--- config.mk ---
export PLATFORM = sky130hd
export DESIGN_NAME = uart_rx
export DESIGN_NICKNAME = d
export VERILOG_FILES = /design/src/rtl/uart_pkg.sv /design/src/rtl/sync_2ff.sv /design/src/rtl/uart_rx.sv
export SDC_FILE = /design/constraint.sdc
export NUM_CORES = 1
export LEC_CHECK = 0
export ABC_AREA = 1
export CORE_MARGIN = 2
export CORE_UTILIZATION = 50
export CTS_CLUSTER_SIZE = 25
export DETAILED_ROUTE_END_ITERATION = 7
export GPL_TIMING_DRIVEN = 1
export PLACE_DENSITY = 0.73
export SYNTH_ARGS = -nofsm -noshare
export SYNTH_HDL_FRONTEND = slang
export SYNTH_SLANG_ARGS = --single-unit
--- constraint.sdc ---
create_clock -name clk -period 2 [get_ports clk]
set_clock_uncertainty 0.05 [all_clocks]
set_input_delay 0.2 -clock clk [delete_from_list [all_inputs] [get_ports clk]]
set_output_delay 0.2 -clock clk [all_outputs]
set_load 0.05 [all_outputs]
--- src/rtl/uart_pkg.sv ---
`timescale 1ns/1ps
`default_nettype none
// ============================================================================
// Module   : uart_pkg
// Brief    : Shared defaults and receiver state encoding for the UART receiver.
// Revision : 1.0 - initial release
// ============================================================================
package uart_pkg;

    localparam int DEFAULT_OVERSAMPLE = 16;
    localparam int DEFAULT_DATA_BITS  = 8;

    localparam logic [1:0] ST_IDLE  = 2'd0;
    localparam logic [1:0] ST_START = 2'd1;
    localparam logic [1:0] ST_DATA  = 2'd2;
    localparam logic [1:0] ST_STOP  = 2'd3;

    typedef enum logic [1:0] {
        RX_IDLE  = ST_IDLE,
        RX_START = ST_START,
        RX_DATA  = ST_DATA,
        RX_STOP  = ST_STOP
    } rx_state_e;

endpackage
`default_nettype wire

--- src/rtl/sync_2ff.sv ---
`timescale 1ns/1ps
`default_nettype none
// ============================================================================
// Module   : sync_2ff
// Brief    : Two-flop single-bit synchronizer with a parameterised reset value.
// Revision : 1.0 - initial release
// ============================================================================
module sync_2ff #(
    parameter logic RESET_VAL = 1'b0
) (
    input  logic clk,
    input  logic rst,
    input  logic d,
    output logic q
);

    logic meta;

    always_ff @(posedge clk) begin
        if (rst) begin
            meta <= RESET_VAL;
            q    <= RESET_VAL;
        end else begin
            meta <= d;
            q    <= meta;
        end
    end

endmodule
`default_nettype wire

--- src/rtl/uart_rx.sv ---
`timescale 1ns/1ps
`default_nettype none
// ============================================================================
// Module   : uart_rx
// Brief    : Oversampling UART receiver with a valid/ready output handshake.
// Revision : 1.0 - initial release
// ============================================================================
module uart_rx
    import uart_pkg::*;
#(
    parameter int OVERSAMPLE = DEFAULT_OVERSAMPLE,
    parameter int DATA_BITS  = DEFAULT_DATA_BITS
) (
    input  logic                 clk,
    input  logic                 rst,
    input  logic                 rxclk_en,
    input  logic                 rx,
    output logic [DATA_BITS-1:0] data,
    output logic                 valid,
    input  logic                 ready,
    output logic                 frame_err,
    output logic                 overrun
);

    localparam int SW = $clog2(OVERSAMPLE);
    localparam int BW = $clog2(DATA_BITS + 1);

    localparam logic [SW-1:0] SAMPLE_MID = SW'(OVERSAMPLE / 2 - 1);
    localparam logic [SW-1:0] SAMPLE_END = SW'(OVERSAMPLE - 1);
    localparam logic [BW-1:0] LAST_BIT   = BW'(DATA_BITS - 1);

    rx_state_e            state;
    logic [SW-1:0]        sample_cnt;
    logic [BW-1:0]        bit_cnt;
    logic [DATA_BITS-1:0] shift;
    logic                 rx_s;
    logic                 stop_hit;
    logic                 frame_done;

    // Idle-high line: synchronizer resets to 1 so reset never looks like a start bit
    sync_2ff #(
        .RESET_VAL (1'b1)
    ) u_sync (
        .clk (clk),
        .rst (rst),
        .d   (rx),
        .q   (rx_s)
    );

    assign stop_hit   = rxclk_en && (state == RX_STOP) && (sample_cnt == SAMPLE_END);
    assign frame_done = stop_hit && rx_s;

    always_ff @(posedge clk) begin
        if (rst) begin
            state      <= RX_IDLE;
            sample_cnt <= '0;
            bit_cnt    <= '0;
            shift      <= '0;
        end else if (rxclk_en) begin
            case (state)
                RX_IDLE: begin
                    if (!rx_s) begin
                        state      <= RX_START;
                        sample_cnt <= '0;
                    end
                end
                RX_START: begin
                    if (sample_cnt == SAMPLE_MID) begin
                        sample_cnt <= '0;
                        bit_cnt    <= '0;
                        state      <= rx_s ? RX_IDLE : RX_DATA;
                    end else begin
                        sample_cnt <= sample_cnt + 1'b1;
                    end
                end
                RX_DATA: begin
                    if (sample_cnt == SAMPLE_END) begin
                        shift      <= {rx_s, shift[DATA_BITS-1:1]};
                        sample_cnt <= '0;
                        bit_cnt    <= bit_cnt + 1'b1;
                        if (bit_cnt == LAST_BIT) begin
                            state <= RX_STOP;
                        end
                    end else begin
                        sample_cnt <= sample_cnt + 1'b1;
                    end
                end
                RX_STOP: begin
                    // Leave at mid-stop so a back-to-back start edge is not missed
                    if (sample_cnt == SAMPLE_END) begin
                        state      <= RX_IDLE;
                        sample_cnt <= '0;
                    end else begin
                        sample_cnt <= sample_cnt + 1'b1;
                    end
                end
                default: begin
                    state <= RX_IDLE;
                end
            endcase
        end
    end

    always_ff @(posedge clk) begin
        if (rst) begin
            data      <= '0;
            valid     <= 1'b0;
            frame_err <= 1'b0;
            overrun   <= 1'b0;
        end else begin
            frame_err <= stop_hit && !rx_s;
            overrun   <= frame_done && valid && !ready;
            // A byte consumed this cycle frees the holding register for the new one
            if (frame_done && (!valid || ready)) begin
                data  <= shift;
                valid <= 1'b1;
            end else if (valid && ready) begin
                valid <= 1'b0;
            end
        end
    end

endmodule
`default_nettype wire

==> results.tsv <==
stage	metric	value	unit
clock_network	path_clk_slew	0.10	ns
global_routing	grt_use_total	0.2122	
critical_path	path_class	flop to output port	
critical_path	cpPeakStageDelay	0.81	ns
synthesis	synth_edf_count	0	
sta	fin_crit	1.766	ns
critical_path	crit_fanout	2	
sta	setup_violations	0	
min_path	hold_class	input pin to flop	
power	p_sw_frac	0.2308	
critical_path	required	1.75	ns
route	num_vias	1263	
power	clockPowerShare	0.433	
synthesis	syn-num-nets	187	
global_routing	grt_max_degree	15	
power	p_seq_frac	0.516	
power	p_int	0.0009412	W
layout	fillers	223	
sta	whs	0.3599	ns
flow_run	cap_violations	0	
synthesis	netlist_instances	180	
route	wire_per_inst	13.02	um
clock_network	cts_buffers	5	
sta	rsz0062_at_grt	no	
layout	diodes	0	
sta	fmax	566.1	MHz
synthesis	syn_area	1359	um2
sta	hold_viol	0	
die	fp.dieArea	3151	um2
global_routing	grt_overflow_total	0	
power	irDropWorstVdd	0.0009056	V
synthesis	synth.avg_cell_area	7.549	um2
global_routing	grt_pass1_wl	5175	um
power	switching_power	0.0002825	W
sta	period_share	0.8832	
clock_network	hold_buffers	0	
route	viasPerCell	5.491	
layout	syn_to_final_growth	20.17	%
sta	slew_headroom	0.6529	
die	design.portCount	16	
synthesis	yosys_warnings	0	
die	dieHeight	56.13	um
status	status	finished clean	
clock_network	cts_tree	built	
critical_path	cp-start-kind	flop	
route	dr.pass1.iters	5	
power	p_leak	0.5993	nW
critical_path	cp_cell_sequence	clkdlybuf4s50_1	
synthesis	yosysSeqAreaShare	0.4567	
power	p_comb_frac	0.051	
synthesis	netlist-cell-type-count	22	
die	rows	18	
route	drc	0	
sta	worstMarginPinSlew	0.5200	ns
clock_network	post-cts-setup-buffer-count	0	
global_routing	antenna_found_initial	0	
layout	final_util	0.6473	
critical_path	end_kind	output port	
critical_path	critical_path.top_delay_family	buffers and inverters	
sta	final_max_slew_viol_count	0	
synthesis	async_reset_ff_frac	0	
placed_design	dp_hpwl	2142	um
placed_design	port_buffers	15	
layout	drive_gt1_frac	0.1050	
die	initial_utilization	0.5387	
route	routed_wl	2994	um
placed_design	gp_congestion	0.7716	
die	core	2522	um2
layout	instances_no_fill	230	
synthesis	synth_flop_cell	dfxtp_1	
clock_network	cts_buffer_depth	2	
critical_path	cp_slowest_cell	clkdlybuf4s50_1	
route	first_iter_violations	68	
clock_network	clockRootBuffer	clkbuf_4	
power	p_per_area	749.4	nW/um2
sta	final.setup.tns	0	ns
die	fp.dieW	56.13	um
synthesis	synth-seq-cells	31	
placed_design	place_inst	222	
route	final_antenna_net_count	0	
critical_path	path_buf_inv	1	
clock_network	clock_sinks	31	
clock_network	h-tree-depth	2	
clock_network	clock_latency	0.35	ns
critical_path	crit_arrival	1.52	ns
clock_network	ctsResizeCount	0	
global_routing	grt_pass1_vias	1194	
layout	nets	206	
-- layout by cell type (no fill, tap or decap) --
| cell type | n |
|---|---|
| buf_4 | 3 |
| clkinv_2 | 1 |
| bufinv_16 | 1 |
| nand2_1 | 38 |
| nand2_4 | 1 |
| or2_2 | 2 |
| xor2_1 | 1 |
| inv_2 | 1 |
| clkbuf_8 | 1 |
| clkbuf_4 | 5 |
| clkdlybuf4s50_1 | 15 |
| nand3_2 | 2 |
| inv_1 | 9 |
| nor2_8 | 1 |
| ha_1 | 2 |
| nor4_1 | 1 |
| o21ai_0 | 10 |
| nor2_1 | 23 |
| nand3_4 | 1 |
| nor2_2 | 1 |
| nand3_1 | 12 |
| nor2_4 | 1 |
| a21oi_1 | 26 |
| nor3_1 | 1 |
| dfxtp_1 | 31 |
| xnor2_1 | 1 |
| nand4_1 | 9 |
-- state kept, by name, summed over array words and instances (netlist names), named ones only --
register / count
u_sync.q: 1
valid: 1
u_sync.meta: 1
sample_cnt: 4
data: 8
shift: 8
overrun: 1
state: 1
bit_cnt: 4
frame_err: 1
-- final timing paths --
kind	slack, ns	depth (start not counted)	from	endpoint
hold reg to reg	0.37	1	u_sync.meta$_SDFF_PP1_	u_sync.q$_SDFF_PP1_
setup / recovery	0.23	1	data[2]$_SDFFE_PP0P_	data[2]
setup reg to reg	0.32	6	sample_cnt[0]$_SDFFE_PP0P_	data[1]$_SDFFE_PP0P_
hold / removal	0.36	2	rx	u_sync.meta$_SDFF_PP1_
-- cells in the mapped netlist, types with 2 or more instances --
master,count,area [um2]
a21oi_1,26,130.1
clkbuf_1,6,22.52
dfxtp_1,31,620.6
ha_1,2,25.02
inv_1,9,33.78
nand2_1,38,142.6
nand3_1,12,60.06
nand3_2,2,20.02
nand4_1,9,56.30
nor2_1,23,86.33
o21ai_0,10,50.05
or2_2,2,12.51
-- power groups by stage --
stage               clock network, W  logic [W]  registers [W]
global placement                   0  0.0000596       0.000645
CTS                         0.000532  0.0000620       0.000631
detailed placement                 0  0.0000618       0.000645
finish                      0.000530  0.0000625       0.000631
floorplan                          0  0.0000420       0.000642
global route                0.000554  0.0000705       0.000633
-- metrics by stage --
stage | setup slack [ns] | cell area [um2] | total power (W)
2_1_floorplan | 0.5792 | 1359 | 0.0006835
3_3_place_gp | 0.3773 | 1546 | 0.0007046
3_5_place_dp | 0.3211 | 1546 | 0.0007071
4_1_cts | 0.2279 | 1633 | 0.001225
5_1_grt | 0.1545 | 1633 | 0.001258
6_report | 0.2336 | 1633 | 0.001224
-- metal layers --
| layer | up-vias | track usage | routed length, um |
|---|---|---|---|
| met4 | 0 | 0.1293 | 70 |
| li1 | 642 | - | - |
| met2 | 23 | 0.3563 | 1543 |
| met5 | - | 0 | 0 |
| met1 | 589 | 0.2363 | 1299 |
| met3 | 9 | 0.05814 | 81 |
-- logic make-up after synthesis --
family | synth area share
AND/OR/NAND/NOR | 0.3352
AO/OA/AOI/OAI | 0.1326
flip-flops | 0.4567
buffers and inverters | 0.04419
XOR/XNOR | 0.01289
adder cells (fa/ha/maj) | 0.01841
-- cell type report --
type                    count  area (um2)  area share
inverters                  10       37.54     0.02299
well taps                  30       37.54     0.02299
repair buffers             18       172.7      0.1057
multi-input cells         133       678.2      0.4153
clock inverters             2       35.03     0.02146
clock buffers               6       51.30     0.03142
flip-flops and latches     31       620.6      0.3801
Note: power is estimated with default switching activity, not from simulation.
